==> src/rtl/read_reg_hazard_pkg.sv <==
// Shared definitions for the read-register hazard unit: ISA opcode/funct
// encodings, forwarding-select codes and the scoreboard entry layout.
package read_reg_hazard_pkg;

  // Primary opcodes (instruction[31:26])
  localparam logic [5:0] OP_SPECIAL = 6'h00;
  localparam logic [5:0] OP_REGIMM  = 6'h01;
  localparam logic [5:0] OP_J       = 6'h02;
  localparam logic [5:0] OP_JAL     = 6'h03;
  localparam logic [5:0] OP_BEQ     = 6'h04;
  localparam logic [5:0] OP_BNE     = 6'h05;
  localparam logic [5:0] OP_BLEZ    = 6'h06;
  localparam logic [5:0] OP_BGTZ    = 6'h07;
  localparam logic [5:0] OP_ADDI    = 6'h08;
  localparam logic [5:0] OP_ADDIU   = 6'h09;
  localparam logic [5:0] OP_SLTI    = 6'h0A;
  localparam logic [5:0] OP_SLTIU   = 6'h0B;
  localparam logic [5:0] OP_ANDI    = 6'h0C;
  localparam logic [5:0] OP_ORI     = 6'h0D;
  localparam logic [5:0] OP_XORI    = 6'h0E;
  localparam logic [5:0] OP_LUI     = 6'h0F;
  localparam logic [5:0] OP_LB      = 6'h20;
  localparam logic [5:0] OP_LW      = 6'h23;
  localparam logic [5:0] OP_SB      = 6'h28;
  localparam logic [5:0] OP_SW      = 6'h2B;

  // SPECIAL funct codes (instruction[5:0])
  localparam logic [5:0] FN_SLL = 6'h00;
  localparam logic [5:0] FN_SRL = 6'h02;
  localparam logic [5:0] FN_SRA = 6'h03;
  localparam logic [5:0] FN_JR  = 6'h08;

  // Operand source select driven onto fwdA/fwdB
  typedef enum logic [1:0] {
    FWD_REG = 2'd0,
    FWD_EX  = 2'd1,
    FWD_MEM = 2'd2,
    FWD_WB  = 2'd3
  } fwd_sel_t;

  // Scoreboard entry: {valid, dest[4:0], isLoad}
  localparam int unsigned SB_ENTRY_W = 7;

  typedef struct packed {
    logic       valid;
    logic [4:0] dest;
    logic       is_load;
  } sb_entry_t;

  // Register 0 is hard-wired, so it never creates a dependency.
  function automatic logic src_match(input logic use_s, input sb_entry_t e,
                                     input logic [4:0] src);
    return use_s && e.valid && (e.dest != 5'd0) && (e.dest == src);
  endfunction

endpackage

==> src/rtl/read_reg_hazard_decode.sv <==
// read_reg_decode: combinational source-usage decode of the ID instruction.
// Ports:
//   opcode  in  6  instruction[31:26]
//   funct   in  6  instruction[5:0]
//   useRs   out 1  instruction reads rs
//   useRt   out 1  instruction reads rt
//   isLoad  out 1  instruction is LB/LW
module read_reg_decode
  import read_reg_hazard_pkg::*;
(
  input  logic [5:0] opcode,
  input  logic [5:0] funct,
  output logic       useRs,
  output logic       useRt,
  output logic       isLoad
);

  always_comb begin
    useRs  = 1'b0;
    useRt  = 1'b0;
    isLoad = 1'b0;
    case (opcode)
      OP_SPECIAL: begin
        case (funct)
          FN_JR:                  useRs = 1'b1;
          FN_SLL, FN_SRL, FN_SRA: useRt = 1'b1;
          default: begin
            useRs = 1'b1;
            useRt = 1'b1;
          end
        endcase
      end
      OP_ADDI, OP_ADDIU, OP_SLTI, OP_SLTIU, OP_ANDI, OP_ORI, OP_XORI,
      OP_REGIMM, OP_BLEZ, OP_BGTZ: useRs = 1'b1;
      OP_BEQ, OP_BNE, OP_SB, OP_SW: begin
        useRs = 1'b1;
        useRt = 1'b1;
      end
      OP_LB, OP_LW: begin
        useRs  = 1'b1;
        isLoad = 1'b1;
      end
      // LUI, J, JAL and unrecognised opcodes read no GPR
      default: ;
    endcase
  end

endmodule

==> src/rtl/read_reg_hazard.sv <==
// read_reg_hazard: RAW/load-use hazard detection and forwarding selects for
// the ID-stage instruction against EX/MEM/WB destinations held in a 3-entry
// shift scoreboard.
// Configuration macro: HAZARD_FORWARDING_EN
//   defined   -> forward from nearest match (E > M > W), stall only on load-use
//   undefined -> fwdA=fwdB=0, stall on any match in E, M or W
// Ports:
//   clk, reset     clock (rising edge), synchronous active-high reset
//   idInstruction  instruction in ID          idValid   ID holds a real instruction
//   idWriteReg     destination of ID instr    flush     kill ID instruction
//   hold           freeze scoreboard/counter  idReady   ~stall
//   stall          hazard stall request       useRs/useRt  ID reads rs / rt
//   fwdA, fwdB     operand source select      stallCount   saturating stall cycles
module read_reg_hazard
  import read_reg_hazard_pkg::*;
#(
  parameter int unsigned CNT_W = 32
) (
  input  logic             clk,
  input  logic             reset,
  input  logic [31:0]      idInstruction,
  input  logic             idValid,
  input  logic [4:0]       idWriteReg,
  input  logic             flush,
  input  logic             hold,
  output logic             idReady,
  output logic             stall,
  output logic             useRs,
  output logic             useRt,
  output logic [1:0]       fwdA,
  output logic [1:0]       fwdB,
  output logic [CNT_W-1:0] stallCount
);

  logic       id_is_load;
  logic [4:0] rs, rt;
  sb_entry_t  sb_e, sb_m, sb_w;
  logic       m_e_s, m_m_s, m_w_s, m_e_t, m_m_t, m_w_t;
  logic       stall_req;
  fwd_sel_t   fwd_a, fwd_b;
  logic       sig_unused;

  assign rs = idInstruction[25:21];
  assign rt = idInstruction[20:16];

  read_reg_decode u_decode (
    .opcode (idInstruction[31:26]),
    .funct  (idInstruction[5:0]),
    .useRs  (useRs),
    .useRt  (useRt),
    .isLoad (id_is_load)
  );

  assign m_e_s = src_match(useRs, sb_e, rs);
  assign m_m_s = src_match(useRs, sb_m, rs);
  assign m_w_s = src_match(useRs, sb_w, rs);
  assign m_e_t = src_match(useRt, sb_e, rt);
  assign m_m_t = src_match(useRt, sb_m, rt);
  assign m_w_t = src_match(useRt, sb_w, rt);

  always_comb begin
    stall_req = 1'b0;
    fwd_a     = FWD_REG;
    fwd_b     = FWD_REG;
`ifdef HAZARD_FORWARDING_EN
    if (m_e_s)      fwd_a = FWD_EX;
    else if (m_m_s) fwd_a = FWD_MEM;
    else if (m_w_s) fwd_a = FWD_WB;
    if (m_e_t)      fwd_b = FWD_EX;
    else if (m_m_t) fwd_b = FWD_MEM;
    else if (m_w_t) fwd_b = FWD_WB;
    // Only a load in EX has no result yet; one bubble moves it to MEM.
    stall_req = (m_e_s | m_e_t) & sb_e.is_load;
`else
    stall_req = m_e_s | m_m_s | m_w_s | m_e_t | m_m_t | m_w_t;
`endif
  end

  // Flush dominates: a killed instruction never stalls.
  assign stall   = idValid & ~flush & stall_req;
  assign idReady = ~stall;
  assign fwdA    = fwd_a;
  assign fwdB    = fwd_b;

  always_ff @(posedge clk) begin
    if (reset) begin
      sb_e       <= '0;
      sb_m       <= '0;
      sb_w       <= '0;
      stallCount <= '0;
    end else begin
      if (!hold) begin
        sb_w <= sb_m;
        sb_m <= sb_e;
        if (idValid && !stall && !flush)
          sb_e <= '{valid: 1'b1, dest: idWriteReg, is_load: id_is_load};
        else
          sb_e <= '0;
      end
      if (stall && !hold && (stallCount != '1))
        stallCount <= stallCount + CNT_W'(1);
    end
  end

  // Immediate/shamt bits and the WB load flag do not affect hazards.
  assign sig_unused = ^{idInstruction[15:6], sb_w.is_load};

endmodule

==> config.mk <==
export PLATFORM = sky130hd
export DESIGN_NAME = read_reg_hazard
export DESIGN_NICKNAME = d
export VERILOG_FILES = /design/src/rtl/read_reg_hazard_pkg.sv /design/src/rtl/read_reg_hazard_decode.sv /design/src/rtl/read_reg_hazard.sv
export SDC_FILE = /design/constraint.sdc
export NUM_CORES = 1
export LEC_CHECK = 0
export ABC_AREA = 1
export CAP_MARGIN = 20
export CORE_AREA = 4 4 88 90
export DETAILED_ROUTE_END_ITERATION = 8
export DIE_AREA = 0 0 92 94
export PLACE_DENSITY = 0.9
export SYNTH_ARGS = -nofsm -noshare
export SYNTH_HDL_FRONTEND = slang
export SYNTH_SLANG_ARGS = --single-unit
==> constraint.sdc <==
create_clock -name clk -period 2.15 [get_ports clk]
set_input_delay 0.43 -clock clk [delete_from_list [all_inputs] [get_ports clk]]
set_output_delay 0.43 -clock clk [all_outputs]
set_load 0.02 [all_outputs]
==> summary.md, run 1 <==
| Metric | Value |
|---|---|
| Worst EP required | `approximately 1.7 ns` |
| Setup TNS Final | `-0.00421 ns` |
| Top-area cell type share of the netlist area | `0.295` |
| Post-CTS Hold Buffers | `0` |
| Wirelength, routed | `approximately 9700 um` |
| Achievable Freq | `~460 MHz` |
| Worst hold-check path type | `reg -> reg` |
| Place WS | `-0.662 ns` |
| Final hold slack | `a little under 0.5 ns` |
| Mapped Cells | `between 500 and 600` |
| VDD IR-drop max | `about 0.31 mV` |
| Diode count | `0` |
| GP Congestion | `1.03` |
| Switching power | `between 0.4 and 0.5 mW` |
| Worst setup EP type | `output pin` |
| TritonCTS Buffers | `5` |
| Post-synth EDFFs | `0` |
| Pint | `around 1.4 mW` |
| Hold Crit Depth | `2` |
| Clk_lat worst skew | `0.31 ns` |
| Initial antenna violation count | `0` |
| Post-route ant nets | `0` |
| Distinct cells, synth | `30` |
| Worst Slack Setup Final | `-0.00421 ns` |
| # rows | `31` |
| Synth Warn # | `0` |
| Hold Startpoint | `sb_e[6]` |
| Clock power frac | `0.351` |
| CTS max path bufs | `2` |
| Total grt overflow | `0` |
| Drt wl/cell | `13.9 um` |
| Share of layout cells above drive strength 1 | `0.112` |
| Drt first pass iters | `5` |
| Area grow syn2layout | `28.8%` |
| GRT Overall Usage | `0.229` |
| Switching portion of total power | `0.252` |
| Placeable Area | `between 0.007 and 0.008 mm2` |
| Clk root buf | `clkbuf_8` |
| R2R depth | `10` |
| Die Ht | `between 90 and 100 um` |
| Most numerous cell in the Yosys netlist | `nand2_1` |
| IO Port Bufs | `67` |
| Clk_skew | `0.00896 ns` |
| Commonest cells post-synth | `129 x nand2_1, 73 x nor2_1, 50 x dfxtp_1, 44 x a21oi_1, 42 x inv_1` |
| Failing checks | `negative setup slack` |
| Post-synthesis sequential area ratio | `0.295` |
| Avg Synthesized Cell Area | `6.50 um2` |
| Fin. max-slew vios | `0` |
| Pwr/cell area | `roughly 430 mW/mm2` |
| Post-synth ARST share | `0` |
| Ys flop type | `dfxtp_1` |
| HPWL after DPL | `about 7300 um` |
| CTS clk-pin slew, worst paths | `0.09 ns` |
| Crit-path max FO | `3` |
| Worst r2r dst | `stallCount[26]` |
| Endpoints failing setup | `1` |
| Max-Cap Viols | `0` |
| Crit path DAT | `~1.7 ns` |
| First-pass GRT wire length | `around 17,000 um` |
| Seq cells post-synth | `50` |
| Final nets | `approximately 640` |
| Final hold vios | `0` |
| Layout Utilization | `0.619` |
| I/O pin total | `82` |
| Vias in the first global route | `~3,700` |
| Post-Syn Area | `around 0.0034 mm2` |
| Vias per inst | `roughly 5.4` |
| Part of the power in registers | `0.514` |
| Kind of critical path | `in -> out` |
| Iteration-0 DRC Markers | `between 150 and 200` |
| Drc violations | `0` |
| Combinational share of power | `0.135` |
| Die Footprint | `around 0.0086 mm2` |
| R2R Setup Slk | `0.18 ns` |
| Vias | `3,751` |
| Worst hold endpoint | `sb_e[6]` |
| CTS tree | `done` |
| Dominant cells by area after synthesis | `dfxtp_1 29%, nand2_1 14%, xor2_1 8.3%` |
| Die width | `about 92 um` |
| P_leak | `about 1.7 nW` |
| Period utilization | `1.00` |
| Clock sinks | `50` |
| Status | `finished, violations left` |
| Cell taking the most area after synthesis | `dfxtp_1` |
| Post-layout min period | `~2.2 ns` |
| Number of H-tree levels | `2` |
| Critical Path Start Type | `input pin` |
| Fillers | `661` |
| Largest net degree at the start of global routing | `36` |
| Crit Reg-Reg Startpoint | `stallCount[1]` |
| Initial core utilization | `0.481` |
layout by cell type (no fill, tap or decap), types with 2 or more instances in the layout:
cell	n
dfxtp_1	43
buf_4	23
nand3_1	26
xor2_1	32
clkbuf_2	3
conb_1	4
inv_1	38
nand2_2	4
nor2_1	72
dlygate4sd2_1	15
nor3_2	2
a21oi_1	44
dfxtp_2	7
nor2_2	3
nand4_1	36
nand3b_1	3
nor3_1	11
buf_6	3
clkinv_2	2
xnor2_1	20
clkdlybuf4s15_1	4
clkdlybuf4s50_1	41
nand2_1	126
clkbuf_8	5
nor3_4	2
o21ai_0	12
inv_2	5
how the worst max path moves through the flow:
| stage | from | endpoint | slack, ns | depth (start not counted) |
|---|---|---|---|---|
| 2_1_floorplan | idInstruction[31] | stall | 0.02 | 10 |
| 5_1_grt | idInstruction[31] | stall | -0.03 | 11 |
| 4_1_cts | idInstruction[27] | stall | 0.01 | 11 |
| 6_report | idInstruction[31] | stall | -0.004 | 11 |
| 3_3_place_gp | idInstruction[31] | stall | -0.63 | 11 |
| 3_5_place_dp | idInstruction[31] | stall | -0.66 | 11 |
what timing repair did:
action,in CTS,in global routing
setup endpoints to repair,39,36
gates resized for setup,43,22
pin swaps,9,12
setup buffers,2,1
gates cloned,0,0
registers in the layout, indices dropped and copies added (netlist names):
name        flops
stallCount     32
sb_w            6
sb_e            6
sb_m            6
logic make-up after synthesis:
group	after synthesis	synth area share
simple gates	289	0.380
buf+inv	68	0.0921
compound gates	60	0.0910
xor+xnor	53	0.137
flops	50	0.295
fa+ha+maj	1	0.00369
other cells	1	0.00110
worst max-delay path, cell delays in order:
cell and delay [ns]:
clkdlybuf4s15_1 0.22, nor2_2 0.18, nand2_2 0.10, nor3_2 0.16
o31ai_1 0.11, nand3_1 0.12, nand2_1 0.08, nand2_2 0.10
nand2_4 0.07, inv_2 0.06, buf_6 0.10
area by class of cell:
type                       instances  area [um2]  area share
tap                               99         124      0.0283
sequential                        50        1010       0.231
clock inverter                     3        40.0     0.00916
clock buffer                       5        68.8      0.0157
inverter                          43         161      0.0369
timing repair buffer              92         847       0.194
multi-input combinational        407        2120       0.485
metrics by stage:
stage,area [um2],cells,power [mW]
after floorplan,3410,525,1.12
after global placement,4240,688,1.23
after detailed placement,4240,688,1.24
after CTS,4350,698,1.88
after global routing,4370,699,1.97
final,4370,699,1.88
power by group through the flow:
| stage | registers (mW) | logic [mW] | clock network [mW] |
|---|---|---|---|
| after floorplan | 0.978 | 0.139 | 0 |
| after global placement | 0.983 | 0.249 | 0 |
| after detailed placement | 0.984 | 0.256 | 0 |
| after CTS | 0.962 | 0.246 | 0.669 |
| after global routing | 0.966 | 0.279 | 0.724 |
| final | 0.964 | 0.254 | 0.658 |
routing by layer:
layer | up-vias | GRT usage | routed length [um]
li1 | 1847 | - | -
met1 | 1708 | 0.282 | 4010
met2 | 167 | 0.401 | 4770
met3 | 29 | 0.0465 | 722
met4 | 0 | 0.0755 | 245
met5 | - | 0 | 0
Note: power is estimated with default switching activity, not from simulation.
==> run 2, diff against run 1 <==
- CTS_BUF_LIST: default -> sky130_fd_sc_hd__clkbuf_2 sky130_fd_sc_hd__clkbuf_4 sky130_fd_sc_hd__clkbuf_8
- GPL_ROUTABILITY_DRIVEN: default -> 0
==> summary.md, run 2 (synthesized netlist as in run 1, its figures left out) <==
| Metric | Value |
|---|---|
| Status | `finished, final reports clean` |
| Largest Register | `stallCount` |
| Achievable Freq | `between 400 and 500 MHz` |
| Final hold vios | `0` |
| Clk_skew | `about 0.011 ns` |
| Crit path DAT | `between 1.5 and 2 ns` |
| Vias in the first global route | `3,586` |
| Critical Path Start Type | `input pin` |
| Max-Cap Viols | `0` |
| Slowest stage delay, CP | `roughly 0.33 ns` |
| Place WS | `-0.658 ns` |
| CTS tree | `done` |
| Total grt overflow | `0` |
| Largest register FFs | `32` |
| Final nets | `640` |
| HPWL after DPL | `roughly 7200 um` |
| Crit path buffers/inverters | `2` |
| Diode count | `0` |
| VDD IR-drop max | `around 0.30 mV` |
| Die width | `92 um` |
| Multi-input combinational cell area | `around 0.0022 mm2` |
| Area grow syn2layout | `28.6%` |
| I/O pin total | `about 80` |
| Cells along the critical path | `dlygate4sd2_1 > xnor2_2 > nand3_1 > nor2_1 > nand2_1 > nand3_1 > nand2_1 > nand2_2 > nand2_2 > buf_4` |
| TritonCTS Buffers | `5` |
| Initial core utilization | `0.481` |
| Post-CTS Hold Buffers | `0` |
| Drc violations | `0` |
| Register area | `just over 0.001 mm2` |
| Drt first pass iters | `5` |
| Wirelength, routed | `roughly 10000 um` |
| Crit-path max FO | `3` |
| Critical Path Slowest Stage Cell | `dlygate4sd2_1` |
| Endpoints failing setup | `0` |
| CTS max path bufs | `2` |
| Post-route ant nets | `0` |
| Worst EP required | `between 1.5 and 2 ns` |
| Fin. max-slew vios | `0` |
| Pwr/cell area | `414 mW/mm2` |
| Drt wl/cell | `about 14 um` |
| GRT Overall Usage | `0.227` |
| Share of layout cells above drive strength 1 | `0.119` |
| Number of H-tree levels | `2` |
| Worst setup EP type | `output pin` |
| IO Port Bufs | `67` |
| Most common cell after layout, fill and taps aside | `nand2_1` |
| Worst hold-check path type | `reg -> reg` |
| Vias | `about 3,700` |
| First-pass GRT wire length | `roughly 16,000 um` |
| Vias per inst | `about 5.4` |
| Final hold slack | `0.499 ns` |
| Initial antenna violation count | `0` |
| # rows | `31` |
| Die Ht | `between 90 and 100 um` |
| CTS clk-pin slew, worst paths | `roughly 0.08 ns` |
| Most frequent cells in the layout | `125 x nand2_1, 71 x nor2_1, 44 x a21oi_1, 44 x dfxtp_1, 41 x clkdlybuf4s50_1` |
| Fillers | `652` |
| Worst path top cell family by delay | `simple AND/OR/NAND/NOR gates` |
| Worst Slack Setup Final | `0.0555 ns` |
| Iteration-0 DRC Markers | `~220` |
| Die Footprint | `around 0.0086 mm2` |
| Period utilization | `0.974` |
| Kind of critical path | `in -> out` |
| Clk_lat worst skew | `about 0.31 ns` |
| Clock sinks | `50` |
| Placeable Area | `slightly above 0.007 mm2` |
| Post-layout min period | `between 2 and 2.5 ns` |
| Clk root buf | `clkbuf_8` |
| Largest net degree at the start of global routing | `36` |
| P_leak | `around 1.7 nW` |
[run 2: cell types whose count changed in the layout (fill, tap and decap cells not counted), moves of 2 or more]
cell / before / now
clkbuf_2: 3 / 5
dfxtp_2: 7 / 4
dfxtp_4: 0 / 2
nand2_2: 4 / 6
nor2_4: 0 / 2
[run 2: path summary, 6_finish.rpt]
check / from / end / slack, ns / cells past startpoint
max: idInstruction[21] / idReady / 0.06 / 10
min: sb_w[6] / sb_w[6] / 0.50 / 2
max reg2reg: sb_m[4] / stallCount[1] / 0.18 / 13
min reg2reg: sb_w[6] / sb_w[6] / 0.50 / 2
[run 2: per-stage QoR]
stage	std cells	power, mW	instance area [um2]	utilization	setup TNS [ns]
floorplan	525	1.12	3410	-	0
global placement	686	1.23	4220	0.598	-16.14
detailed placement	686	1.24	4220	0.598	-18.31
CTS	696	1.80	4310	0.611	-0.0276
global route	697	1.88	4370	0.618	-0.0768
finish	697	1.81	4370	0.618	0
[run 2: timing repair]
| action | 4_1_cts | 5_1_grt |
|---|---|---|
| buffers inserted | 2 | 1 |
| pin swaps | 9 | 13 |
| resized for setup | 41 | 34 |
| setup endpoints to repair | 39 | 37 |
[run 2: layout make-up]
class                   count  share of cell area
clock buffers               7              0.0206
clock inverters             1             0.00115
inverters                  43              0.0370
multi-input cells         407               0.493
flip-flops and latches     50               0.232
well taps                  99              0.0284
repair buffers             90               0.188
[run 2: tightest hold or removal path: cells and delay by family, from the launching register on]
kind             cells  cell delay (ns)
flip-flops           1             0.33
AND/OR/NAND/NOR      2             0.14
[run 2: metal layers]
metal	GRT usage	share of wire	vias up
met5	0	0	-
met4	0.0743	0.020	0
met3	0.0521	0.075	22
met2	0.388	0.49	154
met1	0.282	0.42	1726
li1	-	-	1844
[run 2: power breakdown]
| part | internal (mW) | switching, mW |
|---|---|---|
| Combinational | 0.117 | 0.137 |
| Sequential | 0.941 | 0.0229 |
| Clock | 0.273 | 0.315 |
==> run 3, diff against run 2 <==
- SETUP_SLACK_MARGIN: default -> 0.05
==> summary.md, run 3 (synthesized netlist as in run 1, its figures left out) <==
| Metric | Value |
|---|---|
| Status | `finished, final reports clean` |
| Placed Instance Area | `approximately 0.0042 mm2` |
| Top routing layer used | `met4` |
| Max-Cap Viols | `0` |
| HPWL after DPL | `about 7600 um` |
| Crit path DAT | `roughly 1.7 ns` |
| Worst hold-check path type | `reg -> reg` |
| Worst-margin pin slew | `~0.54 ns` |
| Final nets | `643` |
| Metal3 WL | `between 700 and 800 um` |
| Most common cell after layout, fill and taps aside | `nand2_1` |
| Largest Register | `stallCount` |
| Diode count | `0` |
| Die Ht | `roughly 94 um` |
| Clock sinks | `50` |
| Drc violations | `0` |
| CTS clk-pin slew, worst paths | `around 0.090 ns` |
| Worst setup EP type | `output pin` |
| Initial core utilization | `0.481` |
| Initial antenna violation count | `0` |
| Finished Layout Cells | `700` |
| Place WS | `-0.631 ns` |
| P_leak | `1.77 nW` |
| Worst EP required | `1.72 ns` |
| Crit-path max FO | `3` |
| Largest net degree at the start of global routing | `36` |
| Met1 WL | `~4200 um` |
| Iteration-0 DRC Markers | `between 150 and 200` |
| Endpoints failing setup | `0` |
| Vias per inst | `about 5.4` |
| Final hold slack | `between 0.4 and 0.5 ns` |
| Drt wl/cell | `between 10 and 15 um` |
| First-pass GRT wire length | `16,800 um` |
| Final hold vios | `0` |
| Share of layout cells above drive strength 1 | `0.173` |
| Number of H-tree levels | `2` |
| Post-CTS Hold Buffers | `0` |
| Finished Cell Area | `0.00447 mm2` |
| Clk_lat worst skew | `0.31 ns` |
| Setup TNS Final | `0 ns` |
| Vias in the first global route | `around 3,800` |
| Clk_skew | `approximately 0.0095 ns` |
| Post-layout min period | `~2.1 ns` |
| Drt first pass iters | `5` |
| Total grt overflow | `0` |
| Largest register FFs | `32` |
| Pwr/cell area | `about 400 mW/mm2` |
| Critical Path Start Type | `flop` |
| Area grow syn2layout | `31.6%` |
| CTS max path bufs | `2` |
| Period utilization | `0.982` |
| GRT Overall Usage | `0.236` |
| Routed met2 length | `~5200 um` |
| Worst rel slew slack | `0.639` |
| TritonCTS Buffers | `5` |
| # rows | `31` |
| Layout Utilization | `0.633` |
| Fin. max-slew vios | `0` |
| Total Power | `between 1.5 and 2 mW` |
| Die Footprint | `around 0.0086 mm2` |
| Die width | `about 90 um` |
| Clk root buf | `clkbuf_8` |
| Post-route ant nets | `0` |
| Vias | `3,807` |
| Wirelength, routed | `slightly above 10,000 um` |
| Most frequent cells in the layout | `122 x nand2_1, 70 x nor2_1, 43 x a21oi_1` |
| I/O pin total | `between 80 and 90` |
| VDD IR-drop max | `~0.27 mV` |
| IO Port Bufs | `67` |
| Achievable Freq | `between 400 and 500 MHz` |
| CTS tree | `done` |
| Dpl cells | `a little under 700` |
| RSZ-0062 raised after global routing | `yes` |
| Placeable Area | `a little over 0.007 mm2` |
| Worst Slack Setup Final | `slightly below 0.04 ns` |
| Kind of critical path | `reg -> out` |
-- run 3: where the power goes --
part,internal [mW],total (mW),switching (mW)
Clock,0.229,0.552,0.323
Sequential,0.941,0.964,0.0232
Combinational,0.123,0.268,0.145
Total,1.29,1.78,0.491
-- run 3: layout make-up --
| class | count | area [um2] |
|---|---|---|
| Sequential cell | 50 | 1030 |
| Multi-Input combinational cell | 407 | 2220 |
| Clock inverter | 3 | 21.3 |
| Tap cell | 99 | 124 |
| Fill cell | 630 | 2590 |
| Inverter | 43 | 164 |
| Timing Repair Buffer | 93 | 842 |
| Clock buffer | 5 | 68.8 |
-- run 3: worst max-delay path: stages, from the launching register on --
cell and delay [ns]:
dfxtp_2 0.35, xnor2_1 0.19, nand3_1 0.12, nor2_1 0.13, nand2_1 0.07, nand3_1 0.07
nand2_1 0.06, nand2_2 0.08, nand2_2 0.07, buf_6 0.12, buf_6 0.12
-- run 3: per-layer routing --
layer	global-route usage	vias to the layer above
met5	0	-
met3	0.0473	25
met4	0.0804	0
li1	-	1851
met1	0.278	1764
met2	0.426	167
-- run 3: path summary, 6_finish.rpt --
path                 startpoint            end  slack (ns)  depth (start not counted)
hold / removal    stallCount[0]  stallCount[0]        0.49                          2
setup / recovery        sb_m[5]        idReady        0.04                         10
setup reg to reg        sb_m[5]  stallCount[1]        0.12                         13
hold reg to reg   stallCount[0]  stallCount[0]        0.49                          2
-- run 3: what timing repair did --
| action | CTS | global route |
|---|---|---|
| hold endpoints to repair | 0 | 0 |
| pin swaps | 17 | 16 |
| setup endpoints to repair | 40 | 35 |
| gates resized for setup | 85 | 32 |
| setup buffers | 5 | 2 |
